<file path="config.mk">
export PLATFORM = sky130hd
export DESIGN_NAME = ddr_axi_rd_ctrl
export DESIGN_NICKNAME = d
export VERILOG_FILES = /design/src/rtl/ddr_axi_rd_ctrl.sv
export SDC_FILE = /design/constraint.sdc
export NUM_CORES = 1
export LEC_CHECK = 0
export BUFFER_PORTS_ARGS = -buffer_cell sky130_fd_sc_hd__buf_4
export CORE_AREA = 4 4 219 221
export CTS_CLUSTER_DIAMETER = 50
export CTS_CLUSTER_SIZE = 24
export DETAILED_ROUTE_END_ITERATION = 16
export DIE_AREA = 0 0 223 225
export GPL_TIMING_DRIVEN = 1
export PLACE_DENSITY_LB_ADDON = 0.25
export SLEW_MARGIN = 20
export SYNTH_ARGS = -nofsm -noshare
export SYNTH_HDL_FRONTEND = slang
export SYNTH_SLANG_ARGS = --single-unit
</file>
<file path="constraint.sdc">
create_clock -name clk -period 8.1 [get_ports clk]
set_clock_uncertainty 0.1 [all_clocks]
set_input_delay 1.62 -clock clk [delete_from_list [all_inputs] [get_ports clk]]
set_output_delay 1.62 -clock clk [all_outputs]
set_load 0.05 [all_outputs]
</file>
<file path="src/rtl/ddr_axi_rd_ctrl.sv">
// AXI4 read master that streams fixed-length bursts of per-channel frame data from DDR
// into ddr_rd_buf, keeping an independent read offset for each of the four channels.
module ddr_axi_rd_ctrl #(
  parameter int DQ_WIDTH        = 32,
  parameter int CTRL_ADDR_WIDTH = 28,
  parameter int BURST_LEN       = 16,
  parameter int H_WIDTH         = 1280,
  parameter int H_HEIGHT        = 720,
  parameter int CH_STRIDE_LOG2  = 21
) (
  input  logic                       clk,
  input  logic                       rst,
  input  logic [1:0]                 channel_sel,
  input  logic                       axi_wr_buf_wait,
  input  logic                       frame_sync,
  output logic [CTRL_ADDR_WIDTH-1:0] araddr,
  output logic [7:0]                 arlen,
  output logic                       arvalid,
  input  logic                       arready,
  input  logic [DQ_WIDTH*8-1:0]      rdata,
  input  logic                       rvalid,
  input  logic                       rlast,
  output logic                       rready,
  output logic                       buf_wr_en,
  output logic [DQ_WIDTH*8-1:0]      buf_wr_data,
  output logic                       frame_done
);

  localparam int DATA_W      = DQ_WIDTH * 8;
  localparam int NUM_CH      = 4;
  localparam int FRAME_BYTES = H_WIDTH * H_HEIGHT * 2;
  localparam int OFS_W       = $clog2(FRAME_BYTES);
  localparam int BSTEP       = BURST_LEN * DQ_WIDTH;

  localparam logic [OFS_W-1:0] BSTEP_V = OFS_W'(BSTEP);
  localparam logic [OFS_W-1:0] FRAME_V = OFS_W'(FRAME_BYTES);
  localparam logic [OFS_W-1:0] OFS_ZERO = OFS_W'(0);

  typedef enum logic [1:0] {
    ST_IDLE = 2'd0,
    ST_ADDR = 2'd1,
    ST_DATA = 2'd2
  } state_t;

  state_t                     state_q, state_d;
  logic [1:0]                 cur_ch_q, cur_ch_d;
  logic [CTRL_ADDR_WIDTH-1:0] araddr_q, araddr_d;
  logic                       arvalid_q, arvalid_d;
  logic                       rready_q, rready_d;
  logic                       buf_wr_en_q, buf_wr_en_d;
  logic [DATA_W-1:0]          buf_wr_data_q, buf_wr_data_d;
  logic                       frame_done_q, frame_done_d;
  logic                       sync_pend_q, sync_pend_d;
  logic [OFS_W-1:0]           ofs_q [NUM_CH];
  logic [OFS_W-1:0]           ofs_d [NUM_CH];

  logic                       clear_s;
  logic                       bump_s;
  logic                       beat_s;
  logic [OFS_W-1:0]           next_ofs_s;

  // Channel n occupies a 2^CH_STRIDE_LOG2-byte region starting at n << CH_STRIDE_LOG2.
  function automatic logic [CTRL_ADDR_WIDTH-1:0] chan_addr(input logic [1:0] ch,
                                                           input logic [OFS_W-1:0] ofs);
    chan_addr = (CTRL_ADDR_WIDTH'(ch) << CH_STRIDE_LOG2) + CTRL_ADDR_WIDTH'(ofs);
  endfunction

  assign araddr      = araddr_q;
  assign arlen       = 8'(BURST_LEN - 1);
  assign arvalid     = arvalid_q;
  assign rready      = rready_q;
  assign buf_wr_en   = buf_wr_en_q;
  assign buf_wr_data = buf_wr_data_q;
  assign frame_done  = frame_done_q;

  assign beat_s     = rvalid & rready_q;
  assign next_ofs_s = ofs_q[cur_ch_q] + BSTEP_V;

  // Next-state, handshake and offset bookkeeping for the single outstanding burst.
  always_comb begin
    state_d       = state_q;
    cur_ch_d      = cur_ch_q;
    araddr_d      = araddr_q;
    arvalid_d     = arvalid_q;
    rready_d      = rready_q;
    buf_wr_en_d   = 1'b0;
    buf_wr_data_d = buf_wr_data_q;
    frame_done_d  = 1'b0;
    sync_pend_d   = sync_pend_q;
    clear_s       = 1'b0;
    bump_s        = 1'b0;
    for (int i = 0; i < NUM_CH; i++) begin
      ofs_d[i] = ofs_q[i];
    end

    case (state_q)
      ST_IDLE: begin
        if (!axi_wr_buf_wait) begin
          state_d   = ST_ADDR;
          cur_ch_d  = channel_sel;
          araddr_d  = chan_addr(channel_sel, ofs_q[channel_sel]);
          arvalid_d = 1'b1;
        end else begin
          state_d   = ST_IDLE;
        end
        clear_s = frame_sync;
      end
      ST_ADDR: begin
        // The presented araddr stays put even if a sync clears the offsets now.
        if (arready) begin
          state_d   = ST_DATA;
          arvalid_d = 1'b0;
          rready_d  = 1'b1;
        end else begin
          state_d   = ST_ADDR;
        end
        clear_s = frame_sync;
      end
      ST_DATA: begin
        if (beat_s) begin
          buf_wr_en_d   = 1'b1;
          buf_wr_data_d = rdata;
        end else begin
          buf_wr_en_d   = 1'b0;
        end
        if (beat_s && rlast) begin
          state_d  = ST_IDLE;
          rready_d = 1'b0;
          if (sync_pend_q || frame_sync) begin
            clear_s     = 1'b1;
            sync_pend_d = 1'b0;
          end else begin
            bump_s      = 1'b1;
          end
        end else begin
          sync_pend_d = sync_pend_q | frame_sync;
        end
      end
      default: begin
        state_d     = ST_IDLE;
        arvalid_d   = 1'b0;
        rready_d    = 1'b0;
        sync_pend_d = 1'b0;
      end
    endcase

    if (clear_s) begin
      for (int i = 0; i < NUM_CH; i++) begin
        ofs_d[i] = OFS_ZERO;
      end
    end else if (bump_s) begin
      if (next_ofs_s == FRAME_V) begin
        ofs_d[cur_ch_q] = OFS_ZERO;
        frame_done_d    = 1'b1;
      end else begin
        ofs_d[cur_ch_q] = next_ofs_s;
      end
    end else begin
      frame_done_d = 1'b0;
    end
  end

  // State and registered outputs; the asynchronous reset clears the AXI handshakes at once.
  always_ff @(posedge clk or negedge rst) begin
    if (!rst) begin
      state_q       <= ST_IDLE;
      cur_ch_q      <= 2'd0;
      araddr_q      <= '0;
      arvalid_q     <= 1'b0;
      rready_q      <= 1'b0;
      buf_wr_en_q   <= 1'b0;
      buf_wr_data_q <= '0;
      frame_done_q  <= 1'b0;
      sync_pend_q   <= 1'b0;
      for (int i = 0; i < NUM_CH; i++) begin
        ofs_q[i] <= OFS_ZERO;
      end
    end else begin
      state_q       <= state_d;
      cur_ch_q      <= cur_ch_d;
      araddr_q      <= araddr_d;
      arvalid_q     <= arvalid_d;
      rready_q      <= rready_d;
      buf_wr_en_q   <= buf_wr_en_d;
      buf_wr_data_q <= buf_wr_data_d;
      frame_done_q  <= frame_done_d;
      sync_pend_q   <= sync_pend_d;
      for (int i = 0; i < NUM_CH; i++) begin
        ofs_q[i] <= ofs_d[i];
      end
    end
  end

endmodule
</file>
==> impl_metrics.yaml <==
timing:
  worstMarginPinSlew_ps: 1070
  min_period_over_period: 0.462
  hold_violations: 0
  drv_slew: 0
  worst_hold_slack_ps: 405
  tns_ps: 0
  fmax_mhz: 267
  relSlewSlack: 0.289
  setup_viol: 0
  grt_setup_unrepaired: "false"
  fin_crit_ps: 3740
synth:
  synth_most_common_cell: "dfrtp_1"
  synth-adder-area-share: 0.000833
  yosysWarnings: 0
  synthCells: 977
  yosys.area_share.xor_xnor: 0.0103
  synthArstFlopShare: 1.00
  synth_ff_type: "dfrtp_1"
  synth_top_family_by_area: "multiplexers"
  muxShareOfSynthArea: 0.261
  ys_ff_latch: 370
  syn-cell-area_mm2: 0.0150
  synthTopCellsByArea: "dfrtp_1 62%, mux2_2 21%, mux4_2 4.5%"
  synth.top_cells.by_count: "370 x dfrtp_1, 278 x mux2_2, 40 x nand2_1"
  avgSynthCellArea_um2: 15.4
  ys_seq_area_frac: 0.616
  synth_compound_area_frac: 0.0331
  ys_types: 60
  yosys.area.top_type_share: 0.616
  synth_edf_count: 0
  synth_simple_gate_area_share: 0.0509
  synth_top_area_cell: "dfrtp_1"
clock_network:
  clkSinkCount: 370
  post_cts_resized: 0
  cts_tree: "done"
  post_cts_buffers: 0
  cts_hold_buf: 0
  cts.clk_slew.worst_paths_ps: 70
  clockRootBuffer: "clkbuf_16"
  numCtsBuffers: 45
  htree_num_levels: 2
  clk_path_buf_depth: 3
  worstSkewPairLatency_ps: 570
placed_design:
  io_buffers: 547
  place_congestion: 0.833
  dp_cells: 2079
  place_hpwl_um: 38000
  placed_cell_area_mm2: 0.0197
detailed_routing:
  first_pass_iters: 5
  wl_per_cell_um: 23.2
  m1WireLength_um: 17800
  ant_nets: 0
  met2_wirelength_um: 26700
  viasPerCell: 4.74
  wl_um: 50500
  num_vias: 10300
  drc_errors: 0
  wl_met3_um: 4190
  route.top_layer_used: "met4"
  drtIter0Drc: 539
cells_and_area:
  stdcell_count: 2177
  postLayoutCellArea_mm2: 0.0212
  final_nets: 1785
  area_delta_synth_final_pct: 41.3
  n_fill_cell: 4194
  drive_above_1_share: 0.625
global_routing:
  grt_pass1_wl_um: 73500
  antenna_found_initial: 16
  grt_max_degree: 165
  globalRouteOverflowTotal: 0
  grt_use_total: 0.196
  first_global_vias: 11100
pwr:
  ir_drop_v: 0.000322
  power.leakage_nw: 10.0
  powerDensity_mw_per_mm2: 464
critical_path:
  critPathLaunchType: "flop"
  cp.required_ps: 8460
  worstPathArrival_ps: 4100
  end_kind: "flop"
  path_class: "reg -> reg"
  path_max_fanout: 20
floorplanning:
  boundaryPins: 561
  core_area_mm2: 0.0462
  core.rowCount: 79
  die_y_um: 225
  start_util: 0.326
  die_w_um: 223
  die_area_mm2: 0.0502
job:
  max_cap_violations: 0
run_status:
  status: "completed"
min_path:
  min_path_type: "reg -> reg"
-- through the flow --
stage | util | power (mW) | setup WS [ps]
floorplan | - | 6.16 | 4710
global route | 0.460 | 10.3 | 4080
detailed placement | 0.426 | 7.88 | 3980
finish | 0.460 | 9.85 | 4360
CTS | 0.459 | 9.97 | 4350
global placement | 0.426 | 7.83 | 4010
-- state kept, by name, summed over array words and instances, names as in the netlist --
| signal | cells |
|---|---|
| frame_done | 1 |
| araddr | 21 |
| state_q | 2 |
| cur_ch_q | 2 |
| arvalid | 1 |
| sync_pend_q | 1 |
| ofs_q | 84 |
| rready | 1 |
| buf_wr_en | 1 |
| buf_wr_data | 256 |
-- placed cells by master (no fill, tap or decap), types with 13 or more instances in the layout --
master | Yosys | routed
o21ai_0 | 32 | 29
mux4_2 | 30 | 30
diode_2 | 0 | 16
buf_4 | 13 | 548
clkbuf_16 | 0 | 45
nor2_1 | 18 | 18
nand2_1 | 40 | 40
nor2b_1 | 39 | 39
dfrtp_1 | 370 | 370
a32o_1 | 14 | 14
mux2_2 | 278 | 278
conb_1 | 2 | 13
-- per-layer routing --
metal  vias up  global-route usage
li1       4609                   -
met1      5304               0.215
met2       344               0.331
met3        71              0.0741
met4         0               0.104
met5         -                   0
-- power breakdown --
| part | internal, mW | switching [mW] | total [mW] |
|---|---|---|---|
| Sequential | 2.52 | 0.404 | 2.92 |
| Clock | 1.17 | 0.871 | 2.04 |
| Combinational | 1.56 | 3.33 | 4.90 |
-- critical path, cell delays in order, from the launching register on --
cell and delay, ps:
dfrtp_1 950, mux4_1 480, ha_1 330, or2b_1 250, o22ai_1 260, nand2_4 140, nor4_1 290, o31a_2 230
nand4_4 230, a32o_1 360
-- area by class of cell --
class | count | area, µm² | share of cell area
Timing Repair Buffer | 553 | 4210 | 0.198
Antenna cell | 16 | 40.0 | 0.00189
Clock inverter | 27 | 308 | 0.0145
Tap cell | 607 | 759 | 0.0358
Clock buffer | 55 | 1210 | 0.0571
Sequential cell | 370 | 9260 | 0.436
Multi-Input combinational cell | 544 | 5430 | 0.256
Inverter | 5 | 18.8 | 0.000884
-- final timing paths --
| check | end | depth (start not counted) | start | slack (ps) |
|---|---|---|---|---|
| min | ofs_q[77] | 2 | ofs_q[77] | 400 |
| max | ofs_q[76] | 9 | cur_ch_q[1] | 4360 |
| max reg2reg | ofs_q[76] | 9 | cur_ch_q[1] | 4360 |
| min reg2reg | ofs_q[77] | 2 | ofs_q[77] | 400 |
| min in group asynchronous | araddr[4] | 1 | rst | 880 |
| max in group asynchronous | buf_wr_data[211] | 2 | rst | 5750 |
-- logic make-up (layout without fill, tap and decap cells) --
| kind of cell | count (synthesis) | count (layout) |
|---|---|---|
| buffers and inverters | 74 | 640 |
| other | 2 | 29 |
| adders and majority gates | 1 | 1 |
| xor gates and xnor gates | 10 | 10 |
| AOI/OAI and AO/OA | 70 | 70 |
| DFF | 370 | 370 |
| and+or+nand+nor | 136 | 136 |
| muxes | 314 | 314 |
Note: power is estimated with default switching activity, not from simulation.
